$ cat src/rtl/rf_wport_arbiter_if.sv
// Purpose: bundles the WB, multi-cycle, issue/ID and register-file write signals of rf_wport_arbiter.
// Latency: n/a (wiring only).
// Backpressure: mc_ready is the only backpressure signal; the WB and issue inputs cannot be stalled.
// Ports: wb_valid/wb_reg/wb_data      - WB stage write request
//        mc_valid/mc_ready/mc_reg/mc_data - multi-cycle result handshake
//        iss_valid/iss_reg             - multi-cycle issue, marks destination busy
//        rs/rt/hazard                  - ID RAW hazard lookup
//        stall_req                     - request for a WB bubble
//        rf_we/rf_wreg/rf_wdata        - registered register-file write port
// Modports: master drives requests (pipeline side), slave is the arbiter.
interface rf_wport_arbiter_if;
  logic        wb_valid;
  logic [4:0]  wb_reg;
  logic [31:0] wb_data;
  logic        mc_valid;
  logic        mc_ready;
  logic [4:0]  mc_reg;
  logic [31:0] mc_data;
  logic        iss_valid;
  logic [4:0]  iss_reg;
  logic [4:0]  rs;
  logic [4:0]  rt;
  logic        hazard;
  logic        stall_req;
  logic        rf_we;
  logic [4:0]  rf_wreg;
  logic [31:0] rf_wdata;

  modport master (
    output wb_valid, wb_reg, wb_data,
    output mc_valid, mc_reg, mc_data,
    output iss_valid, iss_reg, rs, rt,
    input  mc_ready, hazard, stall_req,
    input  rf_we, rf_wreg, rf_wdata
  );

  modport slave (
    input  wb_valid, wb_reg, wb_data,
    input  mc_valid, mc_reg, mc_data,
    input  iss_valid, iss_reg, rs, rt,
    output mc_ready, hazard, stall_req,
    output rf_we, rf_wreg, rf_wdata
  );
endinterface

$ cat src/rtl/rf_wport_arbiter.sv
// Purpose: shares the single register-file write port between WB (priority) and a buffered multi-cycle unit; tracks busy destinations.
// Latency: WB write appears one cycle after request; multi-cycle result no earlier than two cycles after push (no bypass).
// Backpressure: mc_ready drops when the result FIFO is full (no pass-through on pop); stall_req asks for a WB bubble after STARVE_MAX denials.
// Ports: clk        - rising-edge clock
//        rst        - asynchronous active-low reset
//        bus(slave) - WB / multi-cycle / issue / ID / register-file signals, see rf_wport_arbiter_if
module rf_wport_arbiter #(
  parameter int DEPTH      = 2,
  parameter int STARVE_MAX = 4
) (
  input  logic                 clk,
  input  logic                 rst,
  rf_wport_arbiter_if.slave    bus
);

  localparam int AW = $clog2(DEPTH);
  localparam int SW = $clog2(STARVE_MAX + 1);
  localparam logic [AW-1:0] PTR_ONE  = 1;
  localparam logic [AW:0]   CNT_ONE  = 1;
  localparam logic [AW:0]   CNT_FULL = DEPTH[AW:0];
  localparam logic [SW-1:0] ST_ONE   = 1;
  localparam logic [SW-1:0] ST_MAX   = STARVE_MAX[SW-1:0];

  // Result FIFO storage; contents need no reset because count gates every read.
  logic [4:0]    q_reg  [DEPTH];
  logic [31:0]   q_data [DEPTH];
  logic [AW-1:0] wr_ptr, rd_ptr;
  logic [AW:0]   count;

  logic [SW-1:0] starve_cnt;
  logic          stall_q;
  logic [31:0]   busy, busy_nxt;

  logic          we_q;
  logic [4:0]    wreg_q;
  logic [31:0]   wdata_q;

  logic          wb_go, fifo_empty, fifo_go, push;
  logic [4:0]    head_reg;
  logic [31:0]   head_data;

  // A WB write to r0 is an idle slot the FIFO may use.
  assign wb_go      = bus.wb_valid & (bus.wb_reg != 5'd0);
  assign fifo_empty = (count == '0);
  assign fifo_go    = ~wb_go & ~fifo_empty;
  assign head_reg   = q_reg[rd_ptr];
  assign head_data  = q_data[rd_ptr];

  // Ready depends only on current occupancy, so a full FIFO never accepts even while popping.
  assign bus.mc_ready = (count < CNT_FULL) & rst;
  assign push         = bus.mc_valid & bus.mc_ready;

  assign bus.hazard = ((bus.rs != 5'd0) & busy[bus.rs]) |
                      ((bus.rt != 5'd0) & busy[bus.rt]);

  assign bus.stall_req = stall_q;
  assign bus.rf_we     = we_q;
  assign bus.rf_wreg   = wreg_q;
  assign bus.rf_wdata  = wdata_q;

  always_ff @(posedge clk) begin
    if (push) begin
      q_reg[wr_ptr]  <= bus.mc_reg;
      q_data[wr_ptr] <= bus.mc_data;
    end
  end

  always_ff @(posedge clk or negedge rst) begin
    if (!rst) begin
      wr_ptr <= '0;
      rd_ptr <= '0;
      count  <= '0;
    end else begin
      if (push)    wr_ptr <= wr_ptr + PTR_ONE;
      if (fifo_go) rd_ptr <= rd_ptr + PTR_ONE;
      case ({push, fifo_go})
        2'b10:   count <= count + CNT_ONE;
        2'b01:   count <= count - CNT_ONE;
        default: count <= count;
      endcase
    end
  end

  // Registered write port; an r0 FIFO head is consumed without a write.
  always_ff @(posedge clk or negedge rst) begin
    if (!rst) begin
      we_q    <= 1'b0;
      wreg_q  <= '0;
      wdata_q <= '0;
    end else if (wb_go) begin
      we_q    <= 1'b1;
      wreg_q  <= bus.wb_reg;
      wdata_q <= bus.wb_data;
    end else if (fifo_go && (head_reg != 5'd0)) begin
      we_q    <= 1'b1;
      wreg_q  <= head_reg;
      wdata_q <= head_data;
    end else begin
      we_q    <= 1'b0;
      wreg_q  <= '0;
      wdata_q <= '0;
    end
  end

  // Starvation: count denied cycles while results wait; stall_req latches once saturated.
  always_ff @(posedge clk or negedge rst) begin
    if (!rst) begin
      starve_cnt <= '0;
      stall_q    <= 1'b0;
    end else if (fifo_empty || fifo_go) begin
      starve_cnt <= '0;
      stall_q    <= 1'b0;
    end else begin
      if (starve_cnt != ST_MAX) starve_cnt <= starve_cnt + ST_ONE;
      if (starve_cnt == ST_MAX) stall_q <= 1'b1;
    end
  end

  // Clear before set so a same-cycle reissue of the retiring register stays busy.
  always_comb begin
    busy_nxt = busy;
    if (fifo_go) busy_nxt[head_reg] = 1'b0;
    if (bus.iss_valid && (bus.iss_reg != 5'd0)) busy_nxt[bus.iss_reg] = 1'b1;
  end

  always_ff @(posedge clk or negedge rst) begin
    if (!rst) busy <= '0;
    else      busy <= busy_nxt;
  end

endmodule

$ cat src/flat_wrapper.sv
// flat-port wrapper written by rule: the top's interface ports become plain ports
module rf_wport_arbiter_flat 
#(
  parameter int DEPTH      = 2,
  parameter int STARVE_MAX = 4
)
  (clk, rst, bus_wb_valid, bus_wb_reg, bus_wb_data, bus_mc_valid, bus_mc_reg, bus_mc_data, bus_iss_valid, bus_iss_reg, bus_rs, bus_rt, bus_mc_ready, bus_hazard, bus_stall_req, bus_rf_we, bus_rf_wreg, bus_rf_wdata);
  rf_wport_arbiter_if bus_i ();
  input  logic clk;
  input  logic rst;
  input wire logic [$bits(bus_i.wb_valid)-1:0] bus_wb_valid;
  input wire logic [$bits(bus_i.wb_reg)-1:0] bus_wb_reg;
  input wire logic [$bits(bus_i.wb_data)-1:0] bus_wb_data;
  input wire logic [$bits(bus_i.mc_valid)-1:0] bus_mc_valid;
  input wire logic [$bits(bus_i.mc_reg)-1:0] bus_mc_reg;
  input wire logic [$bits(bus_i.mc_data)-1:0] bus_mc_data;
  input wire logic [$bits(bus_i.iss_valid)-1:0] bus_iss_valid;
  input wire logic [$bits(bus_i.iss_reg)-1:0] bus_iss_reg;
  input wire logic [$bits(bus_i.rs)-1:0] bus_rs;
  input wire logic [$bits(bus_i.rt)-1:0] bus_rt;
  output wire logic [$bits(bus_i.mc_ready)-1:0] bus_mc_ready;
  output wire logic [$bits(bus_i.hazard)-1:0] bus_hazard;
  output wire logic [$bits(bus_i.stall_req)-1:0] bus_stall_req;
  output wire logic [$bits(bus_i.rf_we)-1:0] bus_rf_we;
  output wire logic [$bits(bus_i.rf_wreg)-1:0] bus_rf_wreg;
  output wire logic [$bits(bus_i.rf_wdata)-1:0] bus_rf_wdata;
  assign bus_i.wb_valid = bus_wb_valid;
  assign bus_i.wb_reg = bus_wb_reg;
  assign bus_i.wb_data = bus_wb_data;
  assign bus_i.mc_valid = bus_mc_valid;
  assign bus_i.mc_reg = bus_mc_reg;
  assign bus_i.mc_data = bus_mc_data;
  assign bus_i.iss_valid = bus_iss_valid;
  assign bus_i.iss_reg = bus_iss_reg;
  assign bus_i.rs = bus_rs;
  assign bus_i.rt = bus_rt;
  assign bus_mc_ready = bus_i.mc_ready;
  assign bus_hazard = bus_i.hazard;
  assign bus_stall_req = bus_i.stall_req;
  assign bus_rf_we = bus_i.rf_we;
  assign bus_rf_wreg = bus_i.rf_wreg;
  assign bus_rf_wdata = bus_i.rf_wdata;
  rf_wport_arbiter #(.DEPTH(DEPTH), .STARVE_MAX(STARVE_MAX)) u_core (.clk(clk), .rst(rst), .bus(bus_i));
endmodule
$ cat config.mk
export PLATFORM = sky130hd
export DESIGN_NAME = rf_wport_arbiter_flat
export DESIGN_NICKNAME = d
export VERILOG_FILES = /design/src/rtl/rf_wport_arbiter_if.sv /design/src/rtl/rf_wport_arbiter.sv /design/src/flat_wrapper.sv
export SDC_FILE = /design/constraint.sdc
export NUM_CORES = 1
export LEC_CHECK = 0
export BUFFER_PORTS_ARGS = -buffer_cell sky130_fd_sc_hd__buf_2
export CAP_MARGIN = 10
export CORE_AREA = 3 3 110 112
export CTS_CLUSTER_DIAMETER = 50
export DETAILED_ROUTE_END_ITERATION = 16
export DIE_AREA = 0 0 113 115
export GPL_ROUTABILITY_DRIVEN = 0
export GPL_TIMING_DRIVEN = 0
export PLACE_DENSITY = 0.86
export SETUP_SLACK_MARGIN = 0.5
export SYNTH_ARGS = -nofsm -noshare
export SYNTH_HDL_FRONTEND = slang
export SYNTH_SLANG_ARGS = --single-unit
export TNS_END_PERCENT = 30
$ cat constraint.sdc
create_clock -name clk -period 6.5 [get_ports clk]
set_clock_uncertainty 0.15 [all_clocks]
set_input_delay 1.3 -clock clk [delete_from_list [all_inputs] [get_ports clk]]
set_output_delay 1.3 -clock clk [all_outputs]
set_load 0.02 [all_outputs]
==> metrics <==
Post-CTS Setup Inserts=0; area of the multi-input gates=0.002002 mm^2; DRC viols=0; core area=between 0.01 and 0.015 mm^2; layout overhead on the synthesized area=24.00%; Yosys warnings=0; post-DR wirelength/cell=19.35 um; TritonRoute pass-1 iters=6; R2R Path End=u_core.bus.rf_wdata[13]; Synth Flop Type=dfrtp_1; Slew @ Worst Pin=0.9052 ns; CP Class=in -> out; Pwr Density=slightly above 400 mW/mm^2; Layout Nets=720; Storage cell area=0.004174 mm^2; Hold Path Cell Cnt=2; Tcrit/Tclk final=0.7121; CTS clk-pin slew, worst paths=0.06 ns; Place WS=1.878 ns; Mapped Cells=471; Die Footprint=approximately 0.013 mm^2; Final Cell Area=0.007777 mm^2; cts bufs inserted=17; fin worst setup slack=1.871 ns; GRT Total Usage=0.2407; clk_lat worst skew=0.42 ns; fillers=763; max_slew headroom=0.3965; Yosys cell types=46; largest net degree at the start of global routing=57; R2R setup slack=about 3.9 ns; Mapped Area=around 0.0063 mm^2; final hold vios=0; GR peak layer=met2; met3 usage=0.08789; final worst path period need=4.629 ns; Initial DRC Count=373; Starting Density=0.5540; die width=113 um; worst hold-check slack=~0.35 ns; Hold WC Path Type=reg -> reg; die height=~120 um; Worst setup EP type=primary output; number of global-route vias before repair=around 4800; I/O pin count=135; fmax=216.1 MHz; Setup Viol. Count Final=0; Max-Cap Viols=0; cts hold-fix bufs=0; Crit Path Max Fanout=10; average size of a mapped cell=13.32 um^2; flip-flop count of the largest register after layout=64; via count=4593; Worst Min Path Start=u_core.bus.stall_req; via-per-instance ratio=5.896; port bufs=131; M2 GR Usage=0.4163; antenna-violating nets left=0; buffer depth of the longest clock path=2; layout cells sized above 1=0.2956; CTS tree=yes; Biggest register=u_core.q_data; RSZ-0062 raised after global routing=no; Post-synth EDFFs=74; DP HPWL=10.54 mm; Yosys reg bits=152; Fin Setup TNS=0 ns; number of antenna violations at the first check in global routing=3; grt met1 use=0.2743; Critical Path RT=5.05 ns; global-route wire length before repair=23.83 mm; worst reg2reg path depth=6; Hold Path Sink=u_core.bus.stall_req; CTS resizes=0; row count=39; clock sink count=152; Cell Area, Placed=0.007166 mm^2; arrival time worst endpoint=about 3.2 ns; Startpoint Class=input pin; Critical R2R Launch=u_core.rd_ptr; Util after Layout=0.6870; Worst VDD drop=243.8 uV; Synth async-reset ratio=0.5132; clock root buffer=clkbuf_16; outcome=finished clean; htree depth=4; Static Leak=0.003293 uW; Slew Limit Fails=0; n_diodes=0; routed wire length=15.07 mm; register area share after synthesis=0.6655; Net Count, Synth=568; grt ovf=0
==> logic make-up after synthesis <==
logic type	after synthesis	synth area share
AO/OA/AOI/OAI	118	0.1001
buffers and inverters	22	0.01676
flip-flops	152	0.6655
AND/OR/NAND/NOR	110	0.08179
multiplexers	60	0.1215
adder cells (fa/ha/maj)	3	0.005985
XOR/XNOR	6	0.008378
==> worst max path at each step <==
stage	start	end	slack [ns]
floorplan	bus_rs[2]	bus_hazard	2.14
global placement	rst	u_core.q_data[0][10]	0.49
detailed placement	bus_rt[0]	bus_hazard	1.88
CTS	bus_rt[0]	bus_hazard	1.87
global route	bus_rt[0]	bus_hazard	1.78
finish	bus_rt[0]	bus_hazard	1.87
==> placed cells by master (no fill, tap or decap), types with 2 or more instances in the layout <==
cell type	synthesis	routed
buf_2	6	136
o21ai_0	97	97
dfrtp_1	78	78
edfxtp_1	74	74
nand2_1	56	56
mux2i_1	45	45
clkbuf_16	0	17
nand3_1	12	12
nor2_1	13	12
clkbuf_1	8	10
mux4_2	10	10
inv_1	6	6
nor2b_1	6	6
a21oi_1	5	5
xnor2_1	5	5
nor3_1	4	4
o21ai_1	4	4
bufinv_16	0	4
nand4_1	3	3
mux2_2	3	3
ha_1	3	3
clkinv_4	0	3
nand2b_1	2	2
nand3b_1	2	2
buf_6	2	2
mux4_1	2	2
a22oi_1	2	2
o2111ai_1	2	2
clkinv_1	0	2
clkinvlp_4	0	2
clkinv_2	0	2
==> Yosys cell counts (all sizes together) (2+ instances only) <==
library cell,count,area (um^2)
xnor2,5,43.79
o21ai,102,514.3
or3,2,17.52
nor2,13,48.80
o2111ai,2,17.52
nand2b,2,12.51
or4,2,18.77
inv,6,22.52
mux2i,45,450.4
buf,8,52.55
clkbuf,8,30.03
mux4,12,277.8
edfxtp,74,2222
nand3,12,60.06
dfrtp,78,1952
a22oi,2,15.01
nand2,57,216.5
or2,2,12.52
a21oi,5,25.02
mux2,3,33.78
nand4,3,18.77
ha,3,37.54
nand3b,2,15.01
nor3,4,20.02
nor2b,6,37.54
==> routing by layer <==
layer  vias to the layer above  routed length (um)
li1                       2055                   -
met1                      2233                5442
met2                       257                7784
met3                        42                1472
met4                         6                 340
met5                         -                  34
==> final cells by class <==
| type | count | area share |
|---|---|---|
| Sequential cell | 152 | 0.5367 |
| Tap cell | 143 | 0.02301 |
| Timing Repair Buffer | 133 | 0.09073 |
| Clock buffer | 19 | 0.05566 |
| Inverter | 6 | 0.002896 |
| Buffer | 16 | 0.01062 |
| Multi-Input combinational cell | 297 | 0.2574 |
| Clock inverter | 13 | 0.02301 |
==> stage by stage <==
stage | power [uW] | instances
after floorplan | 1914 | 471
after global placement | 2158 | 745
after detailed placement | 2220 | 747
after CTS | 3237 | 779
after global routing | 3379 | 779
final | 3229 | 779
==> report_power, final <==
part	total (uW)	switching [uW]	internal [uW]	leakage, uW
Clock	1010	375	639	0.000292
Combinational	830	490	341	0.00138
Sequential	1380	141	1240	0.00162
==> worst max-delay path, stage by stage <==
cell     delay (ns)
buf_2          0.10
buf_2          0.28
mux4_2         0.53
mux2i_1        0.21
nor3_1         0.07
or4_1          0.51
buf_2          0.17
Note: power is estimated with default switching activity, not from simulation.
